==> src/rtl/regfile_pkg.sv <==
// Shared register-file types and constants (register file, decode, write-back).
package regfile_pkg;

    localparam int unsigned REG_ADDR_W = 5;
    localparam int unsigned REG_DATA_W = 64;
    localparam int unsigned NUM_REGS   = 32;

    typedef logic [REG_ADDR_W-1:0] reg_addr_t;
    typedef logic [REG_DATA_W-1:0] reg_data_t;

    localparam reg_addr_t XZR_ADDR = 5'd31;

endpackage

==> src/rtl/rr_arbiter2.sv <==
// Two-input round-robin arbiter; a tie goes to the requester that did not win last.
module rr_arbiter2 (
    input  logic       clk,
    input  logic       reset_n,
    input  logic [1:0] req,
    output logic [1:0] gnt
);

    // last_q = 1 means requester 1 won the most recent grant
    logic last_q;
    logic last_d;

    // Grant: a lone requester wins, a tie goes against the last winner
    always_comb begin
        gnt = 2'b00;
        case (req)
            2'b01:   gnt = 2'b01;
            2'b10:   gnt = 2'b10;
            2'b11:   gnt = last_q ? 2'b01 : 2'b10;
            default: gnt = 2'b00;
        endcase
    end

    // Remember the winner only when something was granted
    always_comb begin
        last_d = last_q;
        if (gnt != 2'b00) begin
            last_d = gnt[1];
        end
    end

    // Reset pretends requester 1 won last so requester 0 takes the first tie
    always_ff @(posedge clk or negedge reset_n) begin
        if (!reset_n) begin
            last_q <= 1'b1;
        end else begin
            last_q <= last_d;
        end
    end

endmodule

==> src/rtl/regfile_wb_arbiter.sv <==
// Write-back arbiter onto the register-file write port plus pending-write scoreboard.
module regfile_wb_arbiter
    import regfile_pkg::*;
#(
    parameter int unsigned DATA_W  = REG_DATA_W,
    parameter int unsigned ADDR_W  = REG_ADDR_W,
    parameter int unsigned ZR_ADDR = 32'(XZR_ADDR)
) (
    input  logic                     clk,
    input  logic                     reset_n,
    input  logic                     req0_valid,
    input  logic [ADDR_W-1:0]        req0_addr,
    input  logic [DATA_W-1:0]        req0_data,
    output logic                     req0_ready,
    input  logic                     req1_valid,
    input  logic [ADDR_W-1:0]        req1_addr,
    input  logic [DATA_W-1:0]        req1_data,
    output logic                     req1_ready,
    input  logic                     rsv_valid,
    input  logic [ADDR_W-1:0]        rsv_addr,
    output logic                     we3,
    output logic [ADDR_W-1:0]        wa3,
    output logic [DATA_W-1:0]        wd3,
    output logic [(1 << ADDR_W)-1:0] pending
);

    localparam int unsigned NREG = 1 << ADDR_W;

    logic [1:0]        gnt;
    logic              xfer;
    logic              wr_en;
    logic [ADDR_W-1:0] sel_addr;
    logic [DATA_W-1:0] sel_data;

    logic              we3_q, we3_d;
    logic [ADDR_W-1:0] wa3_q, wa3_d;
    logic [DATA_W-1:0] wd3_q, wd3_d;
    logic [NREG-1:0]   pending_q, pending_d;

    rr_arbiter2 u_arb (
        .clk     (clk),
        .reset_n (reset_n),
        .req     ({req1_valid, req0_valid}),
        .gnt     (gnt)
    );

    assign req0_ready = gnt[0];
    assign req1_ready = gnt[1];

    // Winning request mux and zero-register filter
    always_comb begin
        xfer     = gnt[0] | gnt[1];
        sel_addr = gnt[1] ? req1_addr : req0_addr;
        sel_data = gnt[1] ? req1_data : req0_data;
        wr_en    = xfer && (sel_addr != ADDR_W'(ZR_ADDR));
    end

    // Next write-port values; address/data hold when nothing is written
    always_comb begin
        we3_d = wr_en;
        wa3_d = wa3_q;
        wd3_d = wd3_q;
        if (wr_en) begin
            wa3_d = sel_addr;
            wd3_d = sel_data;
        end
    end

    // Scoreboard: clear on issued write, then set on reservation so a newer reservation wins
    always_comb begin
        pending_d = pending_q;
        if (wr_en) begin
            pending_d[sel_addr] = 1'b0;
        end
        if (rsv_valid) begin
            pending_d[rsv_addr] = 1'b1;
        end
        pending_d[ZR_ADDR] = 1'b0;
    end

    // Output register stage and scoreboard state
    always_ff @(posedge clk or negedge reset_n) begin
        if (!reset_n) begin
            we3_q     <= 1'b0;
            wa3_q     <= '0;
            wd3_q     <= '0;
            pending_q <= '0;
        end else begin
            we3_q     <= we3_d;
            wa3_q     <= wa3_d;
            wd3_q     <= wd3_d;
            pending_q <= pending_d;
        end
    end

    assign we3     = we3_q;
    assign wa3     = wa3_q;
    assign wd3     = wd3_q;
    assign pending = pending_q;

endmodule

==> config.mk <==
export PLATFORM = sky130hd
export DESIGN_NAME = regfile_wb_arbiter
export DESIGN_NICKNAME = d
export VERILOG_FILES = /design/src/rtl/regfile_pkg.sv /design/src/rtl/rr_arbiter2.sv /design/src/rtl/regfile_wb_arbiter.sv
export SDC_FILE = /design/constraint.sdc
export NUM_CORES = 1
export LEC_CHECK = 0
export ABC_AREA = 1
export CAP_MARGIN = 10
export CORE_UTILIZATION = 36
export DETAILED_ROUTE_END_ITERATION = 8
export PLACE_DENSITY = 0.75
export RECOVER_POWER = 100
export SETUP_SLACK_MARGIN = 0.2
export SLEW_MARGIN = 10
export SYNTH_ARGS = -nofsm -noshare
export SYNTH_HDL_FRONTEND = slang
export SYNTH_HIERARCHICAL = 1
export SYNTH_SLANG_ARGS = --single-unit
==> constraint.sdc <==
create_clock -name clk -period 1.86 [get_ports clk]
set_input_delay 0.279 -clock clk [delete_from_list [all_inputs] [get_ports clk]]
set_output_delay 0.279 -clock clk [all_outputs]
set_load 0.02 [all_outputs]
======== Yosys cells after proc, flatten, opt, wreduce, memory -nomap -nowiden ========
Index checks and enable logic that the tools add are counted.
storage, ports and cells
  register bits after elaboration ......... 102
  input bits .............................. 148
  output and inout port bits .............. 104
  logic and storage cells ................. 31
cells by class
  $lt $le $gt $ge ......................... 4
  equal/unequal tests ..................... 4
  mux-type cells .......................... 10
  bitwise logic cells ..................... 4
  reductions and logical operators ........ 4
operators with widths
  kind                                                        number
  2-to-1 mux 64 bit                                           1
  2-to-1 mux 31 bit                                           2
  AND 31 bit                                                  1
  NOT 31 bit                                                  1
  bitwise OR 31 bit                                           1
  less-than comparator 5 x 6 -> 1 bit, second input constant  2
  demux 1 bit (select 5 bit)                                  2
  >= comparator 5 x 1 -> 1 bit, second input constant         2
  one-hot mux 2 bit (3 select lines)                          1
  2-to-1 mux 5 bit                                            1
  inequality test 5 bit, second input constant                1
  == test 2 bit, second input constant                        2
  logical AND 1 bit                                           3
  == test 2 x 1 -> 1 bit, second input constant               1
  2-to-1 mux 1 bit                                            2
  2-to-1 mux 2 bit                                            1
  nonzero test 2 bit                                          1
  bitwise OR 1 bit                                            1

======== Depth between registers and ports, before layout ========
Gate-level depths: netlist of the first run.
  depth after elaboration ................. 12
  mapped depth ............................ 14
  depth with buffers taken out ............ 11

======== By module ========
Netlist of the first run, hierarchy kept.
by module, submodules not included
  module              times used  cells an instance  area each (um^2)  sequential area each (um^2)
  regfile_wb_arbiter  1           494                4777.1            2527.4
  rr_arbiter2         1           11                 66.3              26.3

======== Least setup slack after synthesis of the first run ========
No wires, ideal clock.
  path type ............................... register -> register
  start ................................... register u_arb.last_q
  end ..................................... register wd3_q[10], in the netlist wd3[10]
  setup time .............................. 123 ps
  arrival ................................. 1859 ps
  data required time ...................... 1737 ps
  path slack .............................. -122 ps
  stages on the path, launching flop included .. 12
  buffers on the path ..................... 3
  period minus slack after synthesis ...... 1982 ps
  path through ............................ dfstp_2 a21oi_1 buf_6 nand2_1 nand2_4 inv_2 nor2_4 nand2_2 nand2_4 buf_8 buf_4 o21ai_1
between the ends
  cells in the longest elaborated chain, start to end .. 5
  elaborated cells on any way between the ends .. 7
  those cells by class .................... 1 x eq/ne; 4 x mux; 1 x bitwise; 1 x reduce/logical
RTL lines
  what                                  line                      text
  start, declared                       rr_arbiter2.sv:10         logic last_q;
  start signal, assigned                rr_arbiter2.sv:37         last_q <= last_d;
  2-to-1 mux 2 bit *                    rr_arbiter2.sv:19         2'b11: gnt = last_q ? 2'b01 : 2'b10;
  one-hot mux 2 bit (3 select lines) *  rr_arbiter2.sv:16         case (req)
  via req1_ready                        regfile_wb_arbiter.sv:18  output logic req1_ready,
  2-to-1 mux 5 bit                      regfile_wb_arbiter.sv:53  sel_addr = gnt[1] ? req1_addr : req0_addr;
  inequality test 5 bit                 regfile_wb_arbiter.sv:55  wr_en = xfer && (sel_addr != ADDR_W'(ZR_ADDR));
  logical AND 1 bit                     regfile_wb_arbiter.sv:55
  end signal, assigned                  regfile_wb_arbiter.sv:91  wd3_q <= wd3_d;
  end, declared                         regfile_wb_arbiter.sv:37  logic [DATA_W-1:0] wd3_q, wd3_d;
Mark *: on every way through the listed nets, which the timed path passes. The rest lies on a longest branch.
A chain may end at the register's enable or synchronous reset.

======== Final worst setup path of the first run ========
  start ................................... register u_arb.last_q
  end ..................................... register wd3_q[26], in the netlist wd3[26]
between the ends
  cells in the longest elaborated chain, start to end .. 5
  elaborated cells on any way between the ends .. 7
  those cells by class .................... 1 x eq/ne; 4 x mux; 1 x bitwise; 1 x reduce/logical
RTL lines
  what                                  line
  2-to-1 mux 2 bit *                    rr_arbiter2.sv:19
  one-hot mux 2 bit (3 select lines) *  rr_arbiter2.sv:16
  2-to-1 mux 5 bit                      regfile_wb_arbiter.sv:53
  inequality test 5 bit                 regfile_wb_arbiter.sv:55
  logical AND 1 bit                     regfile_wb_arbiter.sv:55
Every way passes the cells marked *; elsewhere a longest branch is shown, timed or not.

==> run_results.csv, run 1 <==
group,metric,value,unit
routing,met2RoutedLength,9.28,mm
logic_synthesis,yosys_warnings,6,
layout,multi_input_area,0.00251,mm²
clocking,clk_latency,0.34,ns
grt,grt_usage,0.229,
routing,wl_met1,6.48,mm
worst_setup_path,r2r_cells,13,
routing,drcViolationCount,0,
floorplan,core,0.0132,mm²
floorplan,io_pins,252,
grt,grt_max_degree,46,
routing,dr.pass1.iters,5,
sta,rsz0062_at_grt,"yes",
sta,fin_crit,1.86,ns
grt,antenna_found_initial,0,
floorplan,floorplan.initialDensity,0.367,
routing,ant_nets,0,
layout,area_delta_synth_final,87.2,%
place,dp_hpwl,11.4,mm
clocking,cts-root-buf,"clkbuf_16",
routing,highest_layer,"met4",
worst_setup_path,rrSetupSlack,0.002,ns
floorplan,die_area,0.0139,mm²
clocking,clk_path_buf_depth,2,
sta,finalClockSkew,0.00670,ns
sta,finalSetupViolations,0,
worst_setup_path,end_kind,"flip-flop",
routing,viasPerCell,4.97,
routing,met3_length,1.22,mm
sta,fin_hold_ws,0.431,ns
logic_synthesis,yosysUniqueCellTypes,24,
worst_hold_path,hp-class,"in -> reg",
clocking,cts.sinks,102,
logic_synthesis,synth_seq_area_share,0.527,
floorplan,die_w,118,µm
layout,n_fill_cell,949,
worst_setup_path,rr_startpoint,"u_arb/last_q$_DFFE_PN1P_",
clocking,cts_made_buffers,9,
sta,clock.fmax,538,MHz
sta,slew_violations,0,
worst_setup_path,path_max_fanout,7,
clocking,clk_pin_slew_worst_paths,0.06,ns
floorplan,die_h,118,µm
clocking,cts_tree,"built",
routing,routed_wl,17.4,mm
place,gp_congestion,0.902,
worst_hold_path,hold_path_depth,4,
worst_setup_path,worstPathArrival,2.12,ns
worst_setup_path,cp-start-kind,"flip-flop",
place,port-buffer-count,250,
worst_setup_path,r2r-end,"wd3[26]$_DFFE_PN0N_",
worst_setup_path,crit_type,"reg -> reg",
logic_synthesis,avgSynthCellArea,9.59,µm²
logic_synthesis,synth_area,0.00484,mm²
worst_hold_path,min_from,"req1_valid",
power,p_per_area,926,mW/mm²
logic_synthesis,synth_cells,505,
grt,grt_overflow,0,
floorplan,rows,42,
routing,wl_per_cell,17.6,µm
sta,finalHoldViolCount,0,
power,leakage,4.06,nW
logic_synthesis,synth_fp_nets,653,
routing,vias,4931,
outcome,status,"finished, final reports clean",
logic_synthesis,ys_ff_latch,102,
layout,n_antenna_cell,0,
power,peakVddDrop,0.893,mV
flow_run,maxCapViolCount,0,
worst_setup_path,critPathRequiredTime,2.12,ns
sta,slew_headroom,0.437,
layout,drive_above_1_share,0.292,
worst_hold_path,hold_end,"u_arb/last_q$_DFFE_PN1P_",
clocking,cts_max_level,3,
grt,grt_pass1_vias,4996,
grt,grt_pass1_wl,25.2,mm
layout,fin_nets,959,
sta,min_period_over_period,0.999,
layout,fin_util,0.688,
routing,drt_iter0_drc,151,
layout,seq_area,0.00255,mm²
sta,tightest_slew,0.845,ns
worst max-delay path by stage:
stage / end / slack [ns] / depth (start not counted) / startpoint
3_5_place_dp: wd3[36]$_DFFE_PN0N_ / -0.40 / 12 / req1_valid
5_1_grt: wd3[26]$_DFFE_PN0N_ / -0.06 / 10 / u_arb/last_q$_DFFE_PN1P_
2_1_floorplan: pending[13]$_DFF_PN0_ / 0.08 / 9 / u_arb/last_q$_DFFE_PN1P_
3_3_place_gp: wd3[63]$_DFFE_PN0N_ / -0.31 / 11 / req1_valid
6_report: wd3[26]$_DFFE_PN0N_ / 0.002 / 13 / u_arb/last_q$_DFFE_PN1P_
4_1_cts: wd3[62]$_DFFE_PN0N_ / 0.01 / 13 / u_arb/last_q$_DFFE_PN1P_
stage by stage:
stage	total power, mW	setup TNS (ns)	std cells	cell area [µm²]	setup slack [ns]
2_1_floorplan	4.47	0	505	4880	0.0766
3_3_place_gp	6.10	-26.35	944	7720	-0.307
3_5_place_dp	6.17	-32.60	944	7720	-0.401
4_1_cts	8.24	0	979	8480	0.0129
5_1_grt	8.77	-2.09	992	9070	-0.0638
6_report	8.40	0	992	9070	0.00238
layer usage:
| metal | vias up | track usage |
|---|---|---|
| met3 | 34 | 0.0644 |
| met2 | 212 | 0.429 |
| met5 | - | 0 |
| met4 | 0 | 0.0729 |
| li1 | 2309 | - |
| met1 | 2376 | 0.245 |
cells in the mapped netlist:
library cell | count | share of area
nand2_1 | 139 | 0.11
nor2_1 | 6 | 0.0046
dfstp_2 | 1 | 0.0054
nor2_4 | 2 | 0.0046
buf_2 | 8 | 0.0083
nand2_4 | 2 | 0.0046
o21ai_1 | 54 | 0.056
buf_8 | 1 | 0.0031
a21oi_1 | 1 | 0.0010
conb_1 | 1 | 0.00077
mux2i_1 | 64 | 0.13
inv_1 | 22 | 0.017
dfrtp_1 | 101 | 0.52
clkbuf_2 | 1 | 0.0010
o21ai_0 | 37 | 0.038
inv_2 | 3 | 0.0023
buf_6 | 9 | 0.021
nor3_1 | 4 | 0.0041
nand2_2 | 15 | 0.019
o21ai_2 | 10 | 0.018
nor3_2 | 1 | 0.0021
nand3_1 | 17 | 0.018
inv_4 | 1 | 0.0013
buf_4 | 5 | 0.0078
report_power, final:
group | internal (mW) | total [mW] | leakage [nW] | switching [mW]
Combinational | 1.73 | 3.61 | 2.69 | 1.88
Clock | 0.945 | 1.75 | 0.135 | 0.803
Sequential | 2.72 | 3.05 | 1.23 | 0.330
Total | 5.39 | 8.40 | 4.06 | 3.01
sequential cells by signal, summed over array words and instances (netlist names):
signal / cells
wd3: 64
pending: 31
wa3: 5
u_arb/last_q: 1
we3: 1
critical path, cell delays in order, from the launching register on:
cell	delay, ns
dfstp_2	0.55
a21oi_4	0.07
buf_6	0.15
clkinv_8	0.07
nand2_2	0.05
nand2_2	0.07
inv_2	0.06
nor2_4	0.13
nand2_4	0.08
nand2_8	0.10
buf_12	0.16
clkbuf_16	0.16
nand2_2	0.05
o21ai_2	0.06
final cells by class:
class,instances,share of cell area
flip-flops and latches,102,0.282
repair buffers,319,0.373
multi-input cells,353,0.277
clock inverters,5,0.00386
clock buffers,11,0.0268
inverters,26,0.0141
well taps,176,0.0243
what timing repair did:
action / 4_1_cts / 5_1_grt
hold buffers: 1 / 0
cloned: 8 / 9
endpoints found under the setup margin: 103 / 106
hold endpoints to repair: 29 / 0
buffers inserted: 10 / 4
pin swaps: 7 / 24
resized for setup: 67 / 175
cells in the final DEF, fill, tap and decap left out, types with 3 or more instances in the layout:
cell type          n
clkbuf_1          17
nand2_1           70
nand3_1           12
nor2_4             6
nand2_4           24
mux2i_1           64
inv_2              5
dfrtp_1          101
inv_1             14
inv_4              5
buf_12             7
nand2_2           61
buf_4             31
dlygate4sd3_1     78
clkbuf_16         18
buf_6              8
o21ai_2           40
nor3_1             4
o21ai_1           53
clkdlybuf4s50_1  154
o21ai_0            7
nand3_4            3
buf_16             9
cells by family after synthesis:
| group | synth area share |
|---|---|
| buf+inv | 0.0617 |
| other cells | 0.000774 |
| flops | 0.527 |
| compound gates | 0.113 |
| simple gates | 0.165 |
| mux | 0.132 |
Note: power is estimated with default switching activity, not from simulation.
==> inputs of run 2 (changes only) <==
--- a/config.mk
+++ b/config.mk
@@ -11,2 +11,3 @@
 export DETAILED_ROUTE_END_ITERATION = 8
+export GPL_TIMING_DRIVEN = 0
 export PLACE_DENSITY = 0.75
@@ -14,2 +15,3 @@
 export SETUP_SLACK_MARGIN = 0.2
+export SKIP_LAST_GASP = 1
 export SLEW_MARGIN = 10
==> constraint.sdc (replaced) <==
create_clock -name clk -period 1.86 [get_ports clk]
set_input_delay 0.465 -clock clk [delete_from_list [all_inputs] [get_ports clk]]
set_output_delay 0.465 -clock clk [all_outputs]
set_load 0.02 [all_outputs]
==> run 2 against run 1 <==
The flow now finishes with violations (setup timing). Final cell count shrank 0.40%. Clock skew shrank 0.0019 ns. Cell area grew 2.4%. Global-route usage shrank 0.72 points. Sequential power is essentially flat. Worst setup slack lost 0.13 ns. Critical path type unchanged. Highest routed layer unchanged.
==> run_results.csv, run 2 (synthesized netlist as in run 1, its figures left out) <==
group,metric,value,unit
sta,fin_crit,1.99,ns
sta,finalClockSkew,0.00479,ns
floorplan,io_pins,252,
floorplan,rows,42,
routing,dr.pass1.iters,4,
worst_setup_path,crit_start,"u_arb/last_q$_DFFE_PN1P_",
worst_setup_path,path_cells,"a21oi_4, buf_6, clkinv_8, nand2_4, nand2_4, nand2_4, nor2_4, nand2_2, nand2_4, buf_12, clkbuf_16, buf_8, o21ai_2",
clocking,clk_pin_slew_worst_paths,0.06,ns
floorplan,die_area,0.0139,mm²
worst_setup_path,endpoint,"wd3[36]$_DFFE_PN0N_",
routing,wl_per_cell,17.6,µm
sta,slew_violations,0,
clocking,cts_hold_buf,0,
power,leakage,5.03,nW
sta,min_period_over_period,1.07,
worst_setup_path,path_common_cell,"nand2_4",
floorplan,die_h,118,µm
worst_setup_path,r2r-end,"wd3[36]$_DFFE_PN0N_",
layout,largest_reg_flops,64,
clocking,clk_latency,0.34,ns
grt,grt_pass1_vias,4825,
routing,ant_nets,0,
routing,viasPerCell,4.89,
clocking,cts.sinks,102,
worst_setup_path,cp_slowest_stage_delay,0.56,ns
floorplan,die_w,118,µm
grt,antenna_found_initial,0,
worst_setup_path,r2r_cells,13,
sta,setup_tns,-7.58,ns
power,swShare,0.349,
layout,area_delta_synth_final,91.7,%
power,switching_power,2.97,mW
clocking,cts_max_level,3,
clocking,cts-root-buf,"clkbuf_16",
sta,finalWorstSetupSlack,-0.130,ns
sta,rsz0062_at_grt,"yes",
worst_setup_path,cp.depth,13,
place,port-buffer-count,250,
worst_setup_path,critPathBufInv,5,
worst_setup_path,cp_top_family,"buffers and inverters",
flow_run,maxCapViolCount,0,
sta,slew_headroom,0.313,
worst_hold_path,hp-class,"in -> async",
power,combPwrFrac,0.431,
power,pwr-share-clk,0.213,
place,gp_congestion,0.926,
place,dp_hpwl,11.6,mm
worst_setup_path,crit_type,"reg -> reg",
sta,finalHoldViolCount,0,
power,power.total,8.52,mW
floorplan,floorplan.initialDensity,0.367,
grt,grt_use_met3,0.0707,
outcome,status,"finished with violations",
layout,instances_no_fill,988,
place,placed_cell_area,0.00765,mm²
worst_setup_path,path_max_fanout,6,
worst_setup_path,critPathRequiredTime,2.07,ns
grt,grt_usage,0.222,
clocking,cts_made_buffers,9,
layout,final_common_cell,"clkdlybuf4s50_1",
sta,tightest_slew,1.03,ns
sta,clock.fmax,503,MHz
worst_setup_path,rrSetupSlack,-0.13,ns
grt,grt_max_degree,64,
grt,grt_overflow,0,
grt,grtUsageMet1,0.237,
worst_setup_path,worst_path_max_delay_cell,"dfstp_2",
clocking,cts_tree,"built",
power,pwr-share-seq,0.356,
outcome,violations,"setup timing",
worst_setup_path,rr_startpoint,"u_arb/last_q$_DFFE_PN1P_",
grt,gr-max-usage-layer,"met2",
worst_setup_path,cp-start-kind,"flip-flop",
layout,final_cell_area,0.00928,mm²
worst_setup_path,end_kind,"flip-flop",
grt,met2_usage,0.414,
place,dp_cells,932,
layout,n_antenna_cell,0,
routing,drt_iter0_drc,155,
layout,fin_nets,955,
power,peakVddDrop,0.543,mV
worst_setup_path,worstPathArrival,2.20,ns
grt,grt_pass1_wl,24.3,mm
clocking,clk_path_buf_depth,2,
sta,finalSetupViolations,86,
floorplan,core,0.0132,mm²
routing,routed_wl,17.4,mm
power,p_per_area,918,mW/mm²
layout,layout_common_cells,"144 x clkdlybuf4s50_1, 101 x nand2_1, 101 x dlymetal6s2s_1, 101 x dfrtp_1, 64 x mux2i_1",
power,intPower,5.55,mW
layout,drive_above_1_share,0.271,
routing,vias,4836,
routing,drcViolationCount,0,
[run 2: cell count changes in the layout (fill, tap and decap cells not counted), sizes merged]
cell | previous run | this run
clkdlybuf4s15 | 0 | 2
clkbuf | 38 | 22
clkdlybuf4s50 | 154 | 144
clkinv | 5 | 3
dlygate4sd2 | 2 | 1
dlygate4sd3 | 78 | 0
dlymetal6s2s | 0 | 101
[run 2: layout make-up]
class	count	area [µm²]
Buffer	24	305
Clock buffer	13	270
Clock inverter	3	17.5
Fill cell	937	3910
Inverter	26	130
Multi-Input combinational cell	353	2440
Sequential cell	102	2550
Tap cell	176	220
Timing Repair Buffer	291	3350
[run 2: power by group through the flow]
| stage | Sequential, mW | Clock, mW | Combinational [mW] |
|---|---|---|---|
| floorplan | 3.63 | 0 | 0.845 |
| global placement | 3.03 | 0 | 3.08 |
| detailed placement | 3.04 | 0 | 3.13 |
| CTS | 3.01 | 1.84 | 3.38 |
| global route | 3.09 | 1.95 | 3.87 |
| finish | 3.04 | 1.81 | 3.67 |
[run 2: timing repair]
action                                 4_1_cts  5_1_grt
resized for setup                           55      244
cloned                                       5        8
pin swaps                                   11       26
setup endpoints to repair                  204      204
buffers inserted                            17       10
endpoints found under the hold margin        0        0
[run 2: how the worst min path moves through the flow]
| stage | startpoint | endpoint | slack (ns) | depth (start not counted) |
|---|---|---|---|---|
| global placement | pending[22]$_DFF_PN0_ | pending[22]$_DFF_PN0_ | 0.46 | 2 |
| detailed placement | pending[22]$_DFF_PN0_ | pending[22]$_DFF_PN0_ | 0.46 | 2 |
| CTS | reset_n | pending[12]$_DFF_PN0_ | 0.12 | 1 |
| finish | reset_n | pending[13]$_DFF_PN0_ | 0.29 | 1 |
| global route | reset_n | pending[5]$_DFF_PN0_ | 0.37 | 1 |
| floorplan | reset_n | pending[0]$_DFF_PN0_ | 0.17 | 0 |
[run 2: per-stage QoR]
step | hold WS [ns] | utilization | setup slack, ns
5_1_grt | 0.373 | 0.704 | -0.204
4_1_cts | 0.120 | 0.634 | -0.0480
3_5_place_dp | 0.462 | 0.580 | -0.898
2_1_floorplan | 0.169 | - | 0.0465
3_3_place_gp | 0.459 | 0.578 | -3.37
6_report | 0.292 | 0.704 | -0.130
[run 2: routing by layer]
metal | share of wire | up-vias
met5 | 0 | -
met4 | 0.014 | 0
met3 | 0.064 | 22
met2 | 0.54 | 176
met1 | 0.38 | 2344
li1 | - | 2294
